## src/rtl/bp_seq_pkg.sv

```systemverilog
// Shared types and default sizing for the branch update sequencer slice.
package bp_seq_pkg;

    localparam int DEF_PC_W          = 10;
    localparam int DEF_DEPTH         = 4;
    localparam int DEF_LOOKUP_CYCLES = 4;
    localparam int DEF_UPDATE_CYCLES = 4;
    localparam int DEF_CNT_W         = 16;

    typedef enum logic [1:0] {
        IDLE,
        LOOKUP,
        WAIT_RES,
        UPDATE
    } bp_seq_state_e;

    // Width of a cycle counter able to hold the longer of the two windows.
    function automatic int cyc_width(input int lookup_cycles, input int update_cycles);
        int longest;
        longest = (lookup_cycles > update_cycles) ? lookup_cycles : update_cycles;
        return $clog2(longest + 1);
    endfunction

endpackage

```

## src/rtl/bp_pc_fifo.sv

```systemverilog
// Pending branch-PC queue: valid/ready push side, pop strobe, first-word-fall-through head.
module bp_pc_fifo #(
    parameter int WIDTH = 10,
    parameter int DEPTH = 4
) (
    input  logic             clock,
    input  logic             reset,
    input  logic             push_valid,
    output logic             push_ready,
    input  logic [WIDTH-1:0] push_data,
    input  logic             pop,
    output logic [WIDTH-1:0] head,
    output logic             empty,
    output logic             full
);

    localparam int AW = $clog2(DEPTH);

    logic [WIDTH-1:0] mem [DEPTH];
    logic [AW:0]      wr_ptr;
    logic [AW:0]      rd_ptr;
    logic             push;

    // Extra pointer bit distinguishes full from empty when the indices match.
    assign empty      = (wr_ptr == rd_ptr);
    assign full       = (wr_ptr[AW] != rd_ptr[AW]) && (wr_ptr[AW-1:0] == rd_ptr[AW-1:0]);
    assign push_ready = !full;
    assign push       = push_valid && !full;
    assign head       = mem[rd_ptr[AW-1:0]];

    // Storage write; contents need no reset since only valid entries are read.
    always_ff @(posedge clock) begin
        if (push) begin
            mem[wr_ptr[AW-1:0]] <= push_data;
        end
    end

    // Pointer advance on push and pop.
    always_ff @(posedge clock or negedge reset) begin
        if (!reset) begin
            wr_ptr <= '0;
            rd_ptr <= '0;
        end else begin
            if (push) begin
                wr_ptr <= wr_ptr + 1'b1;
            end
            if (pop && !empty) begin
                rd_ptr <= rd_ptr + 1'b1;
            end
        end
    end

endmodule

```

## src/rtl/branch_update_sequencer.sv

```systemverilog
// Lookup/update initiator for the tournament branch predictor: queues PCs,
// holds each for a lookup window, waits for resolution, then drives the update.
module branch_update_sequencer
    import bp_seq_pkg::*;
#(
    parameter int PC_W          = DEF_PC_W,
    parameter int DEPTH         = DEF_DEPTH,
    parameter int LOOKUP_CYCLES = DEF_LOOKUP_CYCLES,
    parameter int UPDATE_CYCLES = DEF_UPDATE_CYCLES,
    parameter int CNT_W         = DEF_CNT_W
) (
    input  logic             clock,
    input  logic             reset,
    input  logic             req_valid,
    input  logic [PC_W-1:0]  req_pc,
    output logic             req_ready,
    output logic [PC_W-1:0]  bp_pc,
    output logic             bp_taken,
    output logic             bp_taken_vld,
    input  logic             bp_pred,
    output logic             pred_valid,
    output logic             pred_taken,
    input  logic             res_valid,
    input  logic             res_taken,
    output logic             res_ready,
    output logic             mispredict,
    output logic [CNT_W-1:0] mispredict_cnt,
    output logic             busy
);

    localparam int CYC_W = cyc_width(LOOKUP_CYCLES, UPDATE_CYCLES);
    localparam logic [CYC_W-1:0] LAST_LOOKUP = CYC_W'(LOOKUP_CYCLES - 1);
    localparam logic [CYC_W-1:0] LAST_UPDATE = CYC_W'(UPDATE_CYCLES - 1);

    bp_seq_state_e    state;
    logic [CYC_W-1:0] cyc;
    logic [PC_W-1:0]  pc_q;
    logic [PC_W-1:0]  head;
    logic             res_q;
    logic             empty;
    logic             full;
    logic             pop;

    assign pop = (state == IDLE) && !empty;

    bp_pc_fifo #(
        .WIDTH (PC_W),
        .DEPTH (DEPTH)
    ) u_fifo (
        .clock      (clock),
        .reset      (reset),
        .push_valid (req_valid),
        .push_ready (req_ready),
        .push_data  (req_pc),
        .pop        (pop),
        .head       (head),
        .empty      (empty),
        .full       (full)
    );

    // pc_q is only reloaded on pop, so bp_pc holds its last value through IDLE.
    assign bp_pc        = pc_q;
    assign res_ready    = (state == WAIT_RES);
    assign bp_taken_vld = (state == UPDATE);
    assign bp_taken     = (state == UPDATE) && res_q;
    assign busy         = (state != IDLE) || !empty;

    // Sequencer FSM with registered prediction, mispredict pulse and saturating count.
    always_ff @(posedge clock or negedge reset) begin
        if (!reset) begin
            state          <= IDLE;
            cyc            <= '0;
            pc_q           <= '0;
            res_q          <= 1'b0;
            pred_taken     <= 1'b0;
            pred_valid     <= 1'b0;
            mispredict     <= 1'b0;
            mispredict_cnt <= '0;
        end else begin
            pred_valid <= 1'b0;
            mispredict <= 1'b0;
            case (state)
                IDLE: begin
                    if (!empty) begin
                        pc_q  <= head;
                        cyc   <= '0;
                        state <= LOOKUP;
                    end
                end
                LOOKUP: begin
                    if (cyc == LAST_LOOKUP) begin
                        pred_taken <= bp_pred;
                        pred_valid <= 1'b1;
                        state      <= WAIT_RES;
                    end else begin
                        cyc <= cyc + 1'b1;
                    end
                end
                WAIT_RES: begin
                    if (res_valid) begin
                        res_q <= res_taken;
                        cyc   <= '0;
                        state <= UPDATE;
                        if (res_taken != pred_taken) begin
                            mispredict <= 1'b1;
                            if (mispredict_cnt != '1) begin
                                mispredict_cnt <= mispredict_cnt + 1'b1;
                            end
                        end
                    end
                end
                UPDATE: begin
                    if (cyc == LAST_UPDATE) begin
                        state <= IDLE;
                    end else begin
                        cyc <= cyc + 1'b1;
                    end
                end
                default: state <= IDLE;
            endcase
        end
    end

endmodule

```

## config.mk

```make
export PLATFORM = sky130hd
export DESIGN_NAME = branch_update_sequencer
export DESIGN_NICKNAME = d
export VERILOG_FILES = /design/src/rtl/bp_seq_pkg.sv /design/src/rtl/bp_pc_fifo.sv /design/src/rtl/branch_update_sequencer.sv
export SDC_FILE = /design/constraint.sdc
export NUM_CORES = 1
export LEC_CHECK = 0
export ABC_AREA = 1
export CORE_MARGIN = 4
export CORE_UTILIZATION = 59
export CTS_CLUSTER_DIAMETER = 60
export CTS_CLUSTER_SIZE = 10
export DETAILED_ROUTE_END_ITERATION = 10
export DONT_BUFFER_PORTS = 1
export PLACE_DENSITY = 0.75
export SYNTH_ARGS = -nofsm -noshare
export SYNTH_HDL_FRONTEND = slang
export SYNTH_HIERARCHICAL = 1
export SYNTH_SLANG_ARGS = --single-unit
```

## constraint.sdc

```tcl
create_clock -name clock -period 2.6 [get_ports clock]
set_input_delay 0.52 -clock clock [delete_from_list [all_inputs] [get_ports clock]]
set_output_delay 0.52 -clock clock [all_outputs]
set_load 0.01 [all_outputs]
```

After elaboration in Yosys (flattened, before gate mapping)
Memory sizes are Yosys's and may differ from the RTL's. A register that Yosys moved wholly into a read port is not among the register bits.
Cells that the tools add are included.

cells by class
  add/sub/neg operators = 4
  equal/unequal tests = 14
  multiplexer cells = 16
  bitwise operators = 1
  reductions and logical operators = 18

operators with widths
  cell                                                                    count
  16-bit by 1-bit adder with 16-bit output (second input constant)        1
  16-bit != test (second input constant)                                  1
  3-bit by 1-bit adder with 3-bit output (second input constant)          3
  3-bit 2-to-1 mux                                                        3
  3-bit one-hot mux with 3 select lines                                   1
  2-bit 2-to-1 mux                                                        4
  2-bit != test (second input constant)                                   4
  2-bit one-hot mux with 4 select lines                                   1
  4-bit AND reduction                                                     2
  1-bit 2-to-1 mux                                                        7
  2-bit AND reduction                                                     3
  1-bit logical AND                                                       5
  2-bit equality test (second input constant)                             2
  3-bit by 2-bit equality test with 1-bit output (second input constant)  1
  3-bit equality test                                                     1
  1-bit zero test                                                         3
  3-bit AND reduction                                                     1
  2-bit by 1-bit equality test with 1-bit output (second input constant)  1
  2-bit equality test                                                     1
  2-bit zero test                                                         1
  1-bit != test                                                           2
  2-bit by 1-bit != test with 1-bit output (second input constant)        1
  2-bit nonzero test                                                      1
  2-bit OR reduction                                                      1
  other kinds (2)                                                         2

storage, ports and cells
  bits in registers = 31
  RAM bits = 40
  bits of input ports = 16
  output and inout bits = 34
  word-level logic and storage cells = 63
  memories kept = 1

memories
  name        depth  bits a word  rd ports  clocked after memory_dff  wr ports  RTL line          text
  u_fifo.mem  4      10           1         1                         1         bp_pc_fifo.sv:19  logic [WIDTH-1:0] mem [DEPTH];

Longest topological paths before layout
Gate-level depths: netlist (run 1).

  word-level depth = 6
  depth in mapped cells = 11
  mapped depth without buffers = 11

Cells and area by module
The synthesis (run 1) kept the hierarchy.

modules (own cells, without submodules)
  module                   instances  cells an instance  area each (um2)  seq. area each (um2)
  branch_update_sequencer  1          250                1924.3           875.8
  bp_pc_fifo               1          157                1918.1           1351.3

Worst setup path before layout (run 1)
Ideal clock, no wire load.

  kind = reg2reg
  start = register u_fifo.wr_ptr[0]
  end = memory u_fifo.mem[0][0] (enable)
  setup time = 0.376 ns
  arrival time = 1.299 ns
  data required time = 2.224 ns
  path slack = 0.925 ns
  stages on the path, launching flop included = 7
  buffers on the path = 0
  period minus slack after synthesis = 1.675 ns
  cells stage by stage = dfrtp_1 -> inv_1 -> nand2_1 -> nand2_1 -> nand3_4 -> nand2_4 -> nor2_1

between the ends
  longest elaborated chain between the ends = 6

ends and longest elaborated chain
  element                                 RTL line                       text
  from (decl)                             bp_pc_fifo.sv:20               logic [AW:0] wr_ptr;
  from (signal assigned)                  bp_pc_fifo.sv:45               wr_ptr <= wr_ptr + 1'b1;
  2-bit equality test                     bp_pc_fifo.sv:26               assign full = (wr_ptr[AW] != rd_ptr[AW]) && (wr_ptr[AW-1:0] == rd_ptr[AW-1:0]);
  1-bit logical AND                       bp_pc_fifo.sv:26
  1-bit zero test                         -
  net req_ready                           branch_update_sequencer.sv:16  output logic req_ready,
  1-bit logical AND                       bp_pc_fifo.sv:28               assign push = push_valid && !full;
  1-bit 2-to-1 mux                        bp_pc_fifo.sv:33               if (push) begin
  1-bit 2-to-1 mux (not written as such)  bp_pc_fifo.sv:34               mem[wr_ptr[AW-1:0]] <= push_data;
  to (decl)                               bp_pc_fifo.sv:19

The timed path passes the listed nets, and every way through them passes these cells.

Final worst setup path (run 1)
  start = register u_fifo.rd_ptr[0]
  end = output busy

between the ends
  longest elaborated chain between the ends = 3

ends and longest elaborated chain
  element                 RTL line                       text
  from (decl)             bp_pc_fifo.sv:21               logic [AW:0] rd_ptr;
  from (signal assigned)  bp_pc_fifo.sv:48               rd_ptr <= rd_ptr + 1'b1;
  3-bit equality test     bp_pc_fifo.sv:25               assign empty = (wr_ptr == rd_ptr);
  net empty               branch_update_sequencer.sv:40  logic empty;
  1-bit zero test         branch_update_sequencer.sv:66  assign busy = (state != IDLE) || !empty;
  1-bit logical OR        branch_update_sequencer.sv:66
  to (decl)               branch_update_sequencer.sv:28  output logic busy

The timed path passes the listed nets, and every way through them passes these cells.

==> impl_metrics.tcl, run 1 <==
set metrics [dict create \
    crit_fanout 22 \
    antenna_found_initial 0 \
    post_cts_buffers 0 \
    cts_buffers 9 \
    port_buffers 0 \
    worstMarginPinSlew_ns 0.4793 \
    regArea_um2 2227 \
    period_share 0.8288 \
    hpwl_um 5077 \
    max_freq_ghz 0.4641 \
    syn_to_final_growth_pct 8.247 \
    peakVddDrop_uv 548.2 \
    vias 2666 \
    relSlewSlack 0.6801 \
    startpoint_type "register" \
    finalHoldViolCount 0 \
    grt_start_max_net_pins 42 \
    skew_ns 0.008619 \
    endpoint_kind "output port" \
    tritoncts "done" \
    core_area_um2 6350 \
    pin_count 50 \
    start_util 0.6045 \
    drv_cap 0 \
    clock-sinks 81 \
    final_nets 445 \
    cts_resized 0 \
    synth_fp_nets 436 \
    die_y_um 88.66 \
    grt_pass1_vias 2554 \
    syn_inst 406 \
    die_w_um 88.66 \
    netlist_area_um2 3839 \
    cp.arrival_ns 1.63 \
    drt_iter0_markers 125 \
    sw_frac_of_total 0.3768 \
    hold_path_class "in -> async" \
    hold_ws_ns 0.01137 \
    rsz0062_at_grt "no" \
    critPathKind "reg -> out" \
    post-route-drc-count 0 \
    min_period_ns 2.155 \
    slew_viol_final 0 \
    clk-insertion-delay-late_ns 0.34 \
    grt_pass1_wl_um 12100 \
    p_leak_nw 1.866 \
    power_switching_mw 1.625 \
    fillers 498 \
    grt_remaining_overflow 0 \
    grt_util_all_layers 0.2010 \
    clk_path_buf_depth 2 \
    crit_required_ns 2.08 \
    wl_um 7212 \
    htree_levels 3 \
    globalplace.congestion 0.8616 \
    comb_power_share 0.312 \
    clkPwrFrac 0.225 \
    multi_input_area_um2 1413 \
    p_int_mw 2.687 \
    ys_warn_count 6 \
    avgSynthCellArea_um2 9.455 \
    outcome "complete, no violations" \
    setup_viol 0 \
    fp-row-count 29 \
    cellPowerDensity_nw_per_um2 1038 \
    finalSetupTns_ns 0 \
    avgViaCountPerCell 5.375 \
    holdBufCountCts 1 \
    die_area_um2 7861 \
    drive_gt1_frac 0.08353 \
    clk_pin_slew_worst_paths_ns 0.08 \
    antenna_cells 0 \
    finalPower_mw 4.312 \
    drtPass1Iterations 4 \
    detail_route.wl_per_cell_um 14.54 \
    cts-root-buf "clkbuf_8" \
    pwr-share-seq 0.463 \
    drtAntennaViolNets 0 \
    final_util 0.6544 \
]
## routing by layer
layer / GRT usage / wire, um / up-vias
li1: - / - / 1334
met1: 0.2429 / 3004 / 1254
met2: 0.3347 / 3661 / 72
met3: 0.06425 / 467 / 6
met4: 0.07830 / 78 / 0
met5: 0 / 0 / -
## power by group through the flow
stage               clock network, mW  logic, mW  registers (mW)
finish                          0.972       1.34            2.00
global route                     1.06       1.56            2.04
CTS                             0.997       1.36            2.00
detailed placement                  0       1.34            2.03
global placement                    0       1.28            2.02
floorplan                           0       1.07            1.94
## cell type report
type	count	share of cell area
clock buffers	10	0.03071
clock inverters	5	0.01957
inverters	40	0.03674
multi-input cells	277	0.3400
flip-flops and latches	81	0.5360
well taps	77	0.02319
repair buffers	6	0.01385
## layout by cell type (no fill, tap or decap), types with 2 or more instances in the layout
master	count
nand4_1	8
nand2_1	136
nand2_4	2
o21ai_0	26
xnor2_1	7
inv_1	36
o22ai_1	11
dfrtp_1	41
nand3_4	2
inv_2	2
nor2_1	42
bufinv_16	2
nor2_4	2
buf_4	5
a21oi_1	2
edfxtp_1	40
clkbuf_8	9
nand3_1	17
ha_1	14
## critical path, cell delays in order, from the launching register on
cell     delay (ns)
dfrtp_1        0.41
inv_2          0.26
nand2_1        0.09
nand2_1        0.14
nand3_2        0.15
inv_1          0.11
nand2_1        0.13
## sequential cells by signal, summed over array words and instances (netlist names)
| name | count |
|---|---|
| bp_pc | 10 |
| cyc | 3 |
| mispredict | 1 |
| mispredict_cnt | 16 |
| pred_taken | 1 |
| pred_valid | 1 |
| res_q | 1 |
| state | 2 |
| u_fifo/mem | 40 |
| u_fifo/rd_ptr | 3 |
| u_fifo/wr_ptr | 3 |
## path summary, 6_finish.rpt
path,cells after the start,end,startpoint,slack (ns)
max,6,busy,u_fifo/rd_ptr[0]$_DFFE_PN0P_,0.45
min,1,mispredict_cnt[4]$_DFFE_PN0P_,reset,0.01
max reg2reg,11,state[1]$_DFFE_PN0P_,u_fifo/rd_ptr[0]$_DFFE_PN0P_,0.66
min reg2reg,2,cyc[1]$_DFFE_PN0P_,cyc[1]$_DFFE_PN0P_,0.49
max in group asynchronous,1,mispredict$_DFF_PN0_,reset,2.38
min in group clock,0,u_fifo/mem[1][1]$_DFFE_PP_,req_pc[1],0.27
## metrics by stage
step / cells / instance area, um2 / setup WS (ns)
after floorplan: 406 / 3839 / 0.9311
after global placement: 480 / 3926 / 0.7655
after detailed placement: 480 / 3926 / 0.6483
after CTS: 496 / 4155 / 0.4254
after global routing: 496 / 4155 / 0.2587
final: 496 / 4155 / 0.4452
Power figures use the tool's default switching activity.
==> inputs of run 2 (changes only) <==
- CORE_UTILIZATION: 59 -> 57
- clock period: 2.6 -> 1.8 ns (I/O delays scaled with it)
==> impl_metrics.tcl, run 2 (synthesized netlist as in run 1, its figures left out) <==
set metrics [dict create \
    place_inst 487 \
    fin_area_um2 4344 \
    largest_reg_flops 40 \
    post_dp_cell_area_um2 3979 \
    reg2reg_from "state[0]$_DFFE_PN0P_" \
    startpoint_type "register" \
    fp-row-count 29 \
    die_y_um 90.07 \
    drt_iter0_markers 100 \
    core_area_um2 6459 \
    die_area_um2 8112 \
    detail_route.wl_per_cell_um 14.38 \
    relSlewSlack 0.7304 \
    endpoint_kind "output port" \
    avgViaCountPerCell 5.318 \
    clock-sinks 81 \
    post-route-drc-count 0 \
    layout.cells.most_common "nand2_1" \
    cp.arrival_ns 1.36 \
    path_cells "xnor2_4 -> nand3_4 -> inv_2 -> nand2_2 -> buf_6" \
    crit_required_ns 1.44 \
    cp_slowest_stage_delay_ns 0.45 \
    outcome "complete, no violations" \
    grt_start_max_net_pins 42 \
    period_share 0.9563 \
    pwr-share-seq 0.417 \
    comb_power_share 0.353 \
    finalHoldViolCount 0 \
    max_freq_ghz 0.5809 \
    cellPowerDensity_nw_per_um2 1559 \
    crit_fanout 4 \
    skew_ns 0.007710 \
    hold_path_class "in -> reg" \
    hpwl_um 5080 \
    antenna_cells 0 \
    power_switching_mw 2.488 \
    wl_um 7375 \
    die_w_um 90.07 \
    hold_ws_ns 0.1070 \
    syn_to_final_growth_pct 13.17 \
    clk-insertion-delay-late_ns 0.35 \
    critPathKind "reg -> out" \
    fin_cells 513 \
    peakVddDrop_uv 926.6 \
    final_nets 461 \
    drive_gt1_frac 0.1376 \
    vias 2728 \
    start_util 0.5943 \
    hp-start "req_pc[3]" \
    slowest_stage "dfrtp_2" \
    clk_path_buf_depth 2 \
    critPathTopFamily "flip-flops" \
    port_buffers 0 \
    drtPass1Iterations 4 \
    globalplace.congestion 0.8344 \
    setup_slack_ns 0.07863 \
    grt_util_all_layers 0.1890 \
    grt_remaining_overflow 0 \
    drtAntennaViolNets 0 \
    startpoint "u_fifo/wr_ptr[1]$_DFFE_PN0P_" \
    tritoncts "done" \
    setup_viol 0 \
    min_period_ns 1.721 \
    finalPower_mw 6.772 \
    grt_pass1_vias 2601 \
    clkPwrFrac 0.230 \
    htree_levels 3 \
    path_buf_inv 2 \
    worstMarginPinSlew_ns 0.4001 \
    cts-root-buf "clkbuf_8" \
    drv_cap 0 \
    p_leak_nw 1.955 \
    sw_frac_of_total 0.3674 \
    final_cell_mix "nand2_1 (133), nor2_1 (42), edfxtp_1 (40)" \
    slew_viol_final 0 \
    grt_pass1_wl_um 12300 \
    pre_cts_slack_ns 0.07441 \
    cts_buffers 9 \
    pin_count 50 \
    clk_pin_slew_worst_paths_ns 0.08 \
    p_int_mw 4.284 \
    antenna_found_initial 0 \
]
==> run 2: layer usage <==
metal,vias to the layer above,GRT usage,part of all wire,wire [um]
met5,-,0,0,0
met4,0,0.07781,0.012,89
met3,7,0.06761,0.070,516
met2,71,0.3267,0.50,3724
met1,1279,0.2114,0.41,3044
li1,1371,-,-,-
==> run 2: worst reg2reg max path: stages, from the launching register on <==
cell,delay [ns]
dfrtp_1,0.42
inv_1,0.12
ha_1,0.29
nand2_1,0.16
nor2_4,0.25
nand2_8,0.14
inv_4,0.14
nand2_1,0.06
nand2_1,0.06
==> run 2: final timing paths <==
path                                                   to  slack [ns]  depth (start not counted)
max                                                  busy        0.08                          5
min                            u_fifo/mem[3][3]$_DFFE_PP_        0.11                          0
max reg2reg                mispredict_cnt[12]$_DFFE_PN0P_        0.11                          8
min reg2reg                            cyc[1]$_DFFE_PN0P_        0.49                          2
max in group asynchronous    u_fifo/rd_ptr[1]$_DFFE_PN0P_        1.11                          2
min in group asynchronous   mispredict_cnt[2]$_DFFE_PN0P_        0.45                          2
==> run 2: power groups by stage <==
| stage | clock network (mW) | logic (mW) | registers [mW] |
|---|---|---|---|
| 2_1_floorplan | 0 | 1.54 | 2.81 |
| 3_3_place_gp | 0 | 2.00 | 2.86 |
| 3_5_place_dp | 0 | 2.09 | 2.87 |
| 4_1_cts | 1.59 | 2.26 | 2.84 |
| 5_1_grt | 1.68 | 2.71 | 2.87 |
| 6_report | 1.56 | 2.39 | 2.82 |
==> run 2: stage by stage <==
stage	TNS [ns]	util
after floorplan	0	-
after global placement	0	0.6160
after detailed placement	0	0.6160
after CTS	0	0.6652
after global routing	-0.005568	0.6726
final	0	0.6726
==> run 2: final cells by class <==
| cell class | count | area [um2] |
|---|---|---|
| fillers | 502 | 2115 |
| repair buffers | 22 | 183.9 |
| inverters | 40 | 152.6 |
| flip-flops and latches | 81 | 2230 |
| multi-input cells | 277 | 1439 |
| well taps | 77 | 96.34 |
| clock inverters | 7 | 118.9 |
| clock buffers | 9 | 123.9 |
==> run 2: repair_timing <==
action                                 CTS  global route
buffers inserted                         3             5
pin swaps                                1             3
endpoints found under the hold margin   41             0
setup endpoints to repair                1             3
hold buffers                             2             0
resized for setup                        6             5
==> inputs of run 3 (changes only) <==
- SYNTH_HIERARCHICAL: 1 -> not set
- clock period: 1.8 -> 1.4 ns (I/O delays scaled with it)
==> impl_metrics.tcl, run 3 <==
set metrics [dict create \
    start_util 0.5972 \
    grt_start_max_net_pins 42 \
    grt_pass1_vias 3134 \
    hold_ws_ns 0.01666 \
    clk_pin_slew_worst_paths_ns 0.09 \
    ys_types 29 \
    ys.flop_type "dfrtp_1" \
    p_leak_nw 2.365 \
    grt_pass1_wl_um 15410 \
    drv_cap 0 \
    tritoncts "done" \
    synth_area_leaders "edfxtp_1 (31%), dfrtp_1 (27%), nand2_1 (11%)" \
    endpoint_kind "output port" \
    skew_ns 0.01232 \
    post-route-drc-count 0 \
    crit_fanout 3 \
    comb_power_share 0.523 \
    wl_um 10780 \
    clkPwrFrac 0.141 \
    final_cell_mix "nand2_1 (87), buf_4 (48), nor2_1 (44)" \
    cts-root-buf "clkbuf_8" \
    clock-sinks 81 \
    fillers 333 \
    largest_reg_flops 40 \
    rsz0062_at_grt "yes" \
    drive_gt1_frac 0.3651 \
    yosysTopAreaCellShare 0.3114 \
    ys_seq_area_frac 0.5774 \
    drt_iter0_markers 337 \
    core_area_um2 6459 \
    layout.cells.most_common "nand2_1" \
    cp.arrival_ns 1.45 \
    htree_levels 3 \
    finalPower_mw 11.33 \
    relSlewSlack 0.7880 \
    sw_frac_of_total 0.4239 \
    synth_edf_count 40 \
    period_share 1.237 \
    crit_required_ns 1.12 \
    antenna_found_initial 0 \
    final_nets 518 \
    min_period_ns 1.732 \
    avgSynthCellArea_um2 9.525 \
    hold_path_class "in -> reg" \
    fp-row-count 29 \
    p_int_mw 6.525 \
    hpwl_um 6103 \
    grt_util_all_layers 0.2400 \
    syn_to_final_growth_pct 35.65 \
    slew_viol_final 0 \
    pin_count 50 \
    violations "negative setup slack" \
    worstMarginPinSlew_ns 0.3168 \
    yosysTopAreaCell "edfxtp_1" \
    synth_commonest_cells "nand2_1 (110), nor2_1 (54), dfrtp_1 (41)" \
    globalplace.congestion 0.7821 \
    die_w_um 90.27 \
    grt_remaining_overflow 0 \
    cellPowerDensity_nw_per_um2 2165 \
    final_util 0.8102 \
    peakVddDrop_uv 1243 \
    die_y_um 90.27 \
    ys_warn_count 0 \
    detail_route.wl_per_cell_um 18.91 \
    avgViaCountPerCell 5.765 \
    die_area_um2 8148 \
    critPathKind "reg -> out" \
    cts_buffers 9 \
    max_freq_ghz 0.5774 \
    port_buffers 0 \
    setup_slack_ns -0.3320 \
    multi_input_area_um2 1798 \
    finalHoldViolCount 0 \
    antenna_cells 0 \
    vias 3286 \
    netlist_area_um2 3857 \
    clk_path_buf_depth 2 \
    power_switching_mw 4.800 \
    synth_fp_nets 435 \
    drtPass1Iterations 4 \
    drtAntennaViolNets 0 \
    regArea_um2 2230 \
    pwr-share-seq 0.336 \
    startpoint_type "register" \
    async_reset_ff_frac 0.5062 \
    yosysMostFrequentCell "nand2_1" \
    clk-insertion-delay-late_ns 0.35 \
    syn_inst 405 \
    synth_seq_cells 81 \
    setup_viol 81 \
    outcome "finished, violations left" \
]
## run 3: metrics by stage
stage	setup TNS, ns	std cells	cell area, um2	setup slack (ns)
finish	-12.95	570	5233	-0.3320
global route	-16.64	570	5233	-0.3627
CTS	-7.726	564	4964	-0.2686
detailed placement	-6.288	525	4405	-0.1487
global placement	-2.317	525	4405	-0.06686
floorplan	-5.354	405	3934	-0.1513
## run 3: path summary, 6_finish.rpt
check | end | slack (ns) | from | cells past startpoint
setup / recovery | busy | -0.33 | state[1]$_DFFE_PN0P_ | 4
hold / removal | u_fifo.mem[0][0]$_DFFE_PP_ | 0.02 | req_pc[0] | 0
setup reg to reg | mispredict_cnt[5]$_DFFE_PN0P_ | -0.32 | state[1]$_DFFE_PN0P_ | 12
hold reg to reg | cyc[1]$_DFFE_PN0P_ | 0.49 | cyc[1]$_DFFE_PN0P_ | 2
max in group asynchronous | u_fifo.wr_ptr[0]$_DFFE_PN0N_ | 0.79 | reset | 2
min in group asynchronous | mispredict_cnt[1]$_DFFE_PN0P_ | 0.38 | reset | 2
## run 3: area by class of cell
type / count / share of cell area
Tap cell: 77 / 0.01841
Clock inverter: 6 / 0.009326
Timing Repair Buffer: 81 / 0.1540
Sequential cell: 81 / 0.4261
Multi-Input combinational cell: 284 / 0.3436
Clock buffer: 10 / 0.02439
Inverter: 31 / 0.02415
## run 3: logic make-up after synthesis
group,count (synthesis),share of synthesized area
compound gates,43,0.06260
xor+xnor,11,0.02692
fa+ha+maj,14,0.04541
buf+inv,42,0.04703
flops,81,0.5774
mux,1,0.002919
simple gates,213,0.2378
## run 3: worst max-delay path, cell delays in order (launching register included)
cell	delay, ns
dfrtp_1	0.45
inv_1	0.13
ha_2	0.22
nand4_4	0.14
buf_12	0.15
## run 3: timing repair
item,CTS,global route
setup endpoints to repair,70,84
pin swaps,11,30
hold buffers,2,2
gates resized for setup,27,80
buffers inserted,18,10
endpoints found under the hold margin,41,4
cloned,3,2
## run 3: power groups by stage
stage | logic, mW | clock network (mW) | registers, mW
floorplan | 2.60 | 0 | 3.80
global placement | 4.05 | 0 | 3.77
detailed placement | 4.21 | 0 | 3.79
CTS | 5.04 | 1.60 | 3.74
global route | 6.43 | 1.72 | 3.85
finish | 5.92 | 1.60 | 3.80
## run 3: layer usage
layer	GRT usage	part of all wire
met1	0.3005	0.39
met3	0.05417	0.070
met2	0.4088	0.51
met4	0.08673	0.033
met5	0	0
